## config.mk

```make
export PLATFORM = sky130hd
export DESIGN_NAME = data_rate_switch_ctrl_flat
export DESIGN_NICKNAME = d
export VERILOG_FILES = /design/src/rtl/data_rate_switch_ctrl_if.sv /design/src/rtl/data_rate_switch_ctrl.sv /design/src/flat_wrapper.sv
export SDC_FILE = /design/constraint.sdc
export NUM_CORES = 1
export LEC_CHECK = 0
export BUFFER_PORTS_ARGS = -buffer_cell sky130_fd_sc_hd__buf_2
export CORE_MARGIN = 2
export CORE_UTILIZATION = 47
export CTS_CLUSTER_DIAMETER = 50
export DETAILED_ROUTE_END_ITERATION = 6
export PLACE_DENSITY = 0.83
export SLEW_MARGIN = 10
export SYNTH_ARGS = -nofsm -noshare
export SYNTH_HDL_FRONTEND = slang
export SYNTH_SLANG_ARGS = --single-unit
```

## constraint.sdc

```tcl
create_clock -name clk40 -period 5.49 [get_ports clk40]
set_input_delay 0.549 -clock clk40 [delete_from_list [all_inputs] [get_ports clk40]]
set_output_delay 0.549 -clock clk40 [all_outputs]
set_load 0.01 [all_outputs]
```

## src/rtl/data_rate_switch_ctrl_if.sv

```systemverilog
// data_rate_switch_ctrl_if
// Bundles the rate-request handshake, the packer data path and the status
// outputs of data_rate_switch_ctrl.
//   master : slow-control / packer side (drives requests, frameStart, din)
//   slave  : the controller (drives dataRate, dout and the status flags)
// Signals:
//   rateReq[1:0], rateReqValid : requested rate and its one-cycle strobe
//   frameStart                 : first word of a frame, from the packer
//   din[31:0]                  : packed word from the packer
//   dataRate[1:0], dout[31:0]  : registered rate select and word to the extender
//   rateBusy, rateAck, rateErr : switch in progress / done / rejected
//   switchCount[7:0]           : saturating count of completed rate changes
interface data_rate_switch_ctrl_if;
  logic [1:0]  rateReq;
  logic        rateReqValid;
  logic        frameStart;
  logic [31:0] din;
  logic [1:0]  dataRate;
  logic [31:0] dout;
  logic        rateBusy;
  logic        rateAck;
  logic        rateErr;
  logic [7:0]  switchCount;

  modport master (
    output rateReq, rateReqValid, frameStart, din,
    input  dataRate, dout, rateBusy, rateAck, rateErr, switchCount
  );

  modport slave (
    input  rateReq, rateReqValid, frameStart, din,
    output dataRate, dout, rateBusy, rateAck, rateErr, switchCount
  );
endinterface

```

## src/rtl/data_rate_switch_ctrl.sv

```systemverilog
// data_rate_switch_ctrl
// Owns the dataRate select of the serializer-side data extender. A rate
// request is held until the next frame boundary, then applied together with
// a burst of GUARD_WORDS idle words so no word is formatted at a mixed rate.
// Ports:
//   clk40 : 40 MHz word clock, rising edge
//   reset : asynchronous, active-high
//   bus   : data_rate_switch_ctrl_if.slave (requests, data path, status)
//
// state  | meaning
// RUN    | normal pass-through, accepting rate requests
// ARM    | request pending, waiting for a frameStart (with timeout)
// GUARD  | new rate applied, emitting the idle-word burst
module data_rate_switch_ctrl #(
  parameter logic [1:0]  DEFAULT_RATE = 2'b00,
  parameter logic [31:0] IDLE_WORD    = 32'h3C5C_3C5C,
  parameter int unsigned GUARD_WORDS  = 4,
  parameter int unsigned ARM_TIMEOUT  = 255
) (
  input logic                   clk40,
  input logic                   reset,
  data_rate_switch_ctrl_if.slave bus
);

  localparam logic [1:0] ST_RUN   = 2'd0;
  localparam logic [1:0] ST_ARM   = 2'd1;
  localparam logic [1:0] ST_GUARD = 2'd2;

  localparam logic [7:0] GUARD_LOAD   = 8'(GUARD_WORDS - 1);
  localparam logic [7:0] TIMEOUT_LAST = 8'(ARM_TIMEOUT - 1);

  logic [1:0]  state;
  logic [1:0]  pend_rate;
  logic [7:0]  tmo_cnt;
  logic [7:0]  guard_cnt;
  logic [1:0]  data_rate;
  logic [31:0] dout_q;
  logic        ack_q;
  logic        err_q;
  logic [7:0]  sw_cnt;

  always_ff @(posedge clk40 or posedge reset) begin
    if (reset) begin
      state     <= ST_RUN;
      pend_rate <= 2'b00;
      tmo_cnt   <= 8'd0;
      guard_cnt <= 8'd0;
      data_rate <= DEFAULT_RATE;
      dout_q    <= 32'd0;
      ack_q     <= 1'b0;
      err_q     <= 1'b0;
      sw_cnt    <= 8'd0;
    end else begin
      ack_q  <= 1'b0;
      err_q  <= 1'b0;
      dout_q <= bus.din;
      case (state)
        ST_RUN: begin
          if (bus.rateReqValid) begin
            if (bus.rateReq == 2'b11) begin
              err_q <= 1'b1;
            end else if (bus.rateReq == data_rate) begin
              ack_q <= 1'b1;
            end else begin
              pend_rate <= bus.rateReq;
              tmo_cnt   <= 8'd0;
              state     <= ST_ARM;
            end
          end
        end
        ST_ARM: begin
          // A request while busy is dropped; the pending switch carries on.
          if (bus.rateReqValid) err_q <= 1'b1;
          if (bus.frameStart) begin
            data_rate <= pend_rate;
            dout_q    <= IDLE_WORD;
            guard_cnt <= GUARD_LOAD;
            state     <= ST_GUARD;
          end else if (tmo_cnt == TIMEOUT_LAST) begin
            err_q <= 1'b1;
            state <= ST_RUN;
          end else begin
            tmo_cnt <= tmo_cnt + 8'd1;
          end
        end
        ST_GUARD: begin
          if (bus.rateReqValid) err_q <= 1'b1;
          if (guard_cnt != 8'd0) begin
            dout_q    <= IDLE_WORD;
            guard_cnt <= guard_cnt - 8'd1;
          end else begin
            ack_q <= 1'b1;
            if (sw_cnt != 8'hFF) sw_cnt <= sw_cnt + 8'd1;
            state <= ST_RUN;
          end
        end
        default: state <= ST_RUN;
      endcase
    end
  end

  assign bus.dataRate    = data_rate;
  assign bus.dout        = dout_q;
  assign bus.rateBusy    = (state != ST_RUN);
  assign bus.rateAck     = ack_q;
  assign bus.rateErr     = err_q;
  assign bus.switchCount = sw_cnt;

endmodule

```

## src/flat_wrapper.sv

```systemverilog
// flat-port wrapper written by rule: the top's interface ports become plain ports
module data_rate_switch_ctrl_flat 
#(
  parameter logic [1:0]  DEFAULT_RATE = 2'b00,
  parameter logic [31:0] IDLE_WORD    = 32'h3C5C_3C5C,
  parameter int unsigned GUARD_WORDS  = 4,
  parameter int unsigned ARM_TIMEOUT  = 255
)
  (clk40, reset, bus_rateReq, bus_rateReqValid, bus_frameStart, bus_din, bus_dataRate, bus_dout, bus_rateBusy, bus_rateAck, bus_rateErr, bus_switchCount);
  data_rate_switch_ctrl_if bus_i ();
  input logic clk40;
  input logic reset;
  input wire logic [$bits(bus_i.rateReq)-1:0] bus_rateReq;
  input wire logic [$bits(bus_i.rateReqValid)-1:0] bus_rateReqValid;
  input wire logic [$bits(bus_i.frameStart)-1:0] bus_frameStart;
  input wire logic [$bits(bus_i.din)-1:0] bus_din;
  output wire logic [$bits(bus_i.dataRate)-1:0] bus_dataRate;
  output wire logic [$bits(bus_i.dout)-1:0] bus_dout;
  output wire logic [$bits(bus_i.rateBusy)-1:0] bus_rateBusy;
  output wire logic [$bits(bus_i.rateAck)-1:0] bus_rateAck;
  output wire logic [$bits(bus_i.rateErr)-1:0] bus_rateErr;
  output wire logic [$bits(bus_i.switchCount)-1:0] bus_switchCount;
  assign bus_i.rateReq = bus_rateReq;
  assign bus_i.rateReqValid = bus_rateReqValid;
  assign bus_i.frameStart = bus_frameStart;
  assign bus_i.din = bus_din;
  assign bus_dataRate = bus_i.dataRate;
  assign bus_dout = bus_i.dout;
  assign bus_rateBusy = bus_i.rateBusy;
  assign bus_rateAck = bus_i.rateAck;
  assign bus_rateErr = bus_i.rateErr;
  assign bus_switchCount = bus_i.switchCount;
  data_rate_switch_ctrl #(.DEFAULT_RATE(DEFAULT_RATE), .IDLE_WORD(IDLE_WORD), .GUARD_WORDS(GUARD_WORDS), .ARM_TIMEOUT(ARM_TIMEOUT)) u_core (.clk40(clk40), .reset(reset), .bus(bus_i));
endmodule
```

## Word level (Yosys, flattened, before mapping)

Cells that the tools add are included.

- Add/sub/neg operators: 3
- Mux-type cells: 30
- Reduce and logical (&&, ||, !) cells: 11
- Bitwise gates (word level): 3
- Equal/unequal tests: 15

Operators with widths:

| cell | count |
|---|---|
| $mux W32 | 2 |
| $pmux W32 S2 | 1 |
| $mux W8 | 7 |
| $pmux W8 S2 | 2 |
| $add A8 B1 Y8 const B | 2 |
| $ne A2 B2 Y1 const B | 7 |
| $mux W2 | 6 |
| $mux W1 | 9 |
| $eq A8 B8 Y1 const B | 1 |
| $ne A8 B8 Y1 const B | 1 |
| $reduce_bool A8 Y1 | 1 |
| $sub A8 B1 Y8 const B | 1 |
| $pmux W2 S3 | 1 |
| $reduce_and A3 Y1 | 2 |
| $reduce_and A6 Y1 | 1 |
| $reduce_bool A2 Y1 | 3 |
| $reduce_and A5 Y1 | 1 |
| $eq A2 B2 Y1 const B | 2 |
| $reduce_and A4 Y1 | 1 |
| $ne A3 B2 Y1 const B | 1 |
| $not A1 Y1 | 3 |
| $pmux W1 S3 | 1 |
| $eq A2 B1 Y1 const B | 1 |
| $eq A2 B2 Y1 | 1 |
| other kinds (4) | 4 |

- Input bits: 38
- Register bits: 64
- Logic and storage cells: 71
- Output and inout bits: 45

## Depth between registers and ports, before layout

- Word-level depth: 5
- Gate-level depth with buffers: 8

## Least setup slack after synthesis

No wires, ideal clock.

- Kind: reg-to-reg
- From: register u_core.guard_cnt[4]
- To: register u_core.sw_cnt[1], in the netlist u_core.bus.switchCount[1]
- Data required time: 5365 ps
- Arrival time: 2083 ps
- Setup time: 125 ps
- Setup slack: 3283 ps
- Period minus slack after synthesis: 2207 ps
- Cell stages (with the launch flop): 6
- Buffers on the path: 1
- Cell sequence: dfrtp_1 > or4_4 > or4_4 > buf_6 > a31oi_4 > mux2_2

- Longest elaborated chain between the ends: 3

Ends and longest elaborated chain:

| element | line | RTL |
|---|---|---|
| start, declared | data_rate_switch_ctrl.sv:35 | `logic [7:0] guard_cnt;` |
| start signal, assigned | data_rate_switch_ctrl.sv:90 | `guard_cnt <= guard_cnt - 8'd1;` |
| $reduce_bool A8 Y1 | data_rate_switch_ctrl.sv:88 | `if (guard_cnt != 8'd0) begin` |
| $not A1 Y1 (no line) | n/a |  |
| $reduce_and A3 Y1 (no line) | n/a |  |
| end signal, assigned | data_rate_switch_ctrl.sv:93 | `if (sw_cnt != 8'hFF) sw_cnt <= sw_cnt + 8'd1;` |
| end, declared | data_rate_switch_ctrl.sv:40 | `logic [7:0] sw_cnt;` |

Every way passes these cells.
A chain may end at the register's enable or synchronous reset.

## Worst setup path in the final report

- From: register u_core.guard_cnt[4]
- To: register u_core.dout_q[3], in the netlist u_core.bus.dout[3]

- Longest elaborated chain between the ends: 3

Ends and longest elaborated chain:

| element | line | RTL |
|---|---|---|
| $reduce_bool A8 Y1 | data_rate_switch_ctrl.sv:88 |  |
| $mux W32 | data_rate_switch_ctrl.sv:88 |  |
| $pmux W32 S2 | data_rate_switch_ctrl.sv:57 | `case (state)` |
| end signal, assigned | data_rate_switch_ctrl.sv:56 | `dout_q <= bus.din;` |
| end, declared | data_rate_switch_ctrl.sv:37 | `logic [31:0] dout_q;` |

Every way passes these cells.

==> flow_summary.ini <==
[critical_path]
path_cells = or4_4 -> o31a_1 -> o21ai_1 -> nand2_1
worst_path_max_delay_cell = o21ai_1
reg2reg_from = u_core.guard_cnt[4]
worstSetupStartpointType = register
cp_max_fo = 16
crit_required_ps = 5670
max_stage_delay_ps = 840
r2r_end = u_core.bus.dout[3]
rrSetupSlack_ps = 3070
cp_data_arrival_time_ps = 2600
worstRegToRegCells = 4
cp-end-kind = register
crit_type = register to register

[route]
first_pass_iters = 4
ant_nets = 0
vias_per_cell = 5.310
drc_errors = 0
vias = 2315
wl_per_cell_um = 14.23
drtIter0Drc = 199
routed_wl_mm = 6.205

[floorplanning]
fp.dieH_um = 81.79
rows = 28
initial_utilization_pct = 48.32
ios = 83
die_area_um2 = 6690
placeableCoreArea_um2 = 5886
die-width_um = 81.79

[sta]
worst_pin_slew_ps = 1048
max_freq_mhz = 413.8
hold_viol_final = 0
layout_setup_ws_ps = 3074
timing.setup.tns_ps = 0
post-route-min-period_ps = 2416
hold_ws_ps = 396.6
rsz0062_at_grt = false
slew_violations = 0
setup_viol = 0
slew_headroom_pct = 29.68
min_period_over_period_pct = 44.02
fin_skew_ps = 8.622

[cells_and_area]
drive_above_1_share_pct = 30.47
final_nets = 402
final_cell_mix = buf_2 (82), dfrtp_1 (64), nand2_1 (45)
n_fill_cell = 476
antenna_cells = 0
syn2layout_area_growth_pct = 25.52
final_common_cell = buf_2
design_area_um2 = 3570
fin_cells = 436

[synth]
avgSynthCellArea_um2 = 10.61
postSynthRegisterBits = 64
post_synth_inst_count = 268
synth_ff_type = dfrtp_1
yosys_warnings = 0
syn_area_um2 = 2844
ys_types = 39
yosysSeqAreaShare_pct = 56.31
synthesis.nets = 314
synthArstFlopShare_pct = 100.0
synth_edf_count = 0

[placement]
post-place-ws_ps = 3071
dpl_cell_area_um2 = 3326
dp_hpwl_mm = 4.378
port_buffers = 82
dp.cells = 420
gp_congestion = 0.8380

[grt]
grt_pass1_vias = 2214
grtUsageTotal_pct = 20.27
grt_max_degree = 65
grt_pass1_wl_mm = 10.25
gr-total-overflow = 0
antenna_found_initial = 0

[clock_tree]
h-tree-depth = 3
cts-buffers-inserted = 9
cts_setup_buffers = 0
clkTransAtPathRegs_ps = 70
clockBufferDepth = 2
holdBufCountCts = 0
root_buffer = clkbuf_8
cts_resized = 0
insertion_delay_ps = 340
clock_sinks = 64
cts_tree = yes

[power_and_ir_drop]
ir_worst_vdd_mv = 0.3905
p_per_area_nw_per_um2 = 532.5
leakage_nw = 1.895

[min_path]
holdPathStages = 3
hold_start = bus_din[10]
whs_endpoint = u_core.bus.dout[10]
hold_path_class = input port to register

[run_status]
status = finished, final reports clean

[flow_run]
max_cap_violations = 0
## metrics by stage
step           power, mW  utilization [%]
2_1_floorplan      1.171                -
3_3_place_gp       1.392            56.51
3_5_place_dp       1.424            56.51
4_1_cts            1.915            60.65
5_1_grt            2.037            60.65
6_report           1.901            60.65
## cell type report
| class | count | area (um2) | area share [%] |
|---|---|---|---|
| tap | 75 | 93.84 | 2.629 |
| multi-input combinational | 186 | 1167 | 32.70 |
| timing repair buffer | 83 | 417.9 | 11.71 |
| sequential | 64 | 1602 | 44.87 |
| clock buffer | 9 | 123.9 | 3.470 |
| clock inverter | 7 | 120.1 | 3.365 |
| inverter | 12 | 45.04 | 1.262 |
## power by group
part,internal [mW],switching (mW)
registers,0.634,0.0909
clock network,0.302,0.185
logic,0.273,0.416
total,1.21,0.692
## logic make-up after synthesis
group / after synthesis / share of synthesized area [%]
AO/OA/AOI/OAI: 39 / 9.811
XOR/XNOR: 10 / 3.079
adder cells (fa/ha/maj): 8 / 3.520
buffers and inverters: 18 / 2.640
flip-flops: 64 / 56.31
multiplexers: 5 / 1.980
AND/OR/NAND/NOR: 124 / 22.66
## layer usage
metal	up-vias	GRT usage (%)	wire length (um)
li1	1110	-	-
met1	1123	26.56	2699
met2	71	31.14	3037
met3	11	5.714	337
met4	0	9.667	131
met5	-	0	0
## critical path: cells and delay by family, from the launching register on
family	cells	cell delay [ps]
AOI/OAI and AO/OA	2	1150
DFF	1	400
and+or+nand+nor	2	700
## how the worst max path moves through the flow
stage,from,end,slack (ps),depth (start not counted)
global route,u_core.guard_cnt[4],u_core.bus.dout[26],2900,4
detailed placement,u_core.guard_cnt[4],u_core.bus.dout[18],3070,4
finish,u_core.guard_cnt[4],u_core.bus.dout[3],3070,4
global placement,u_core.guard_cnt[4],u_core.bus.dout[11],3160,4
CTS,u_core.guard_cnt[4],u_core.bus.dout[22],3070,4
floorplan,u_core.guard_cnt[4],u_core.bus.switchCount[1],3280,5
## flip-flops by register name, indices dropped and copies added, names as in the netlist
signal and count:
u_core.pend_rate 2, u_core.bus.dataRate 2, u_core.bus.dout 32, u_core.bus.rateErr 1
u_core.guard_cnt 8, u_core.bus.switchCount 8, u_core.bus.rateAck 1, u_core.state 2
u_core.tmo_cnt 8
## Yosys cell counts (4+ instances only)
cell      count  area share, %
a211o_1       7            2.2
dfrtp_1      64             56
and3_1        6            1.3
mux2_2        5            2.0
nor2_1       11            1.5
nand2b_1      4           0.88
nor3_1        7            1.2
a21oi_1      12            2.1
clkbuf_1      5           0.66
nand3_1       7            1.2
nand4_1       8            1.8
and2_1       17            3.7
xnor2_1       6            1.8
ha_1          8            3.5
nand2_1      45            5.9
o21ai_0       6            1.1
inv_1        12            1.6
nor4_1        5            1.1
xor2_1        4            1.2
Note: power is estimated with default switching activity, not from simulation.
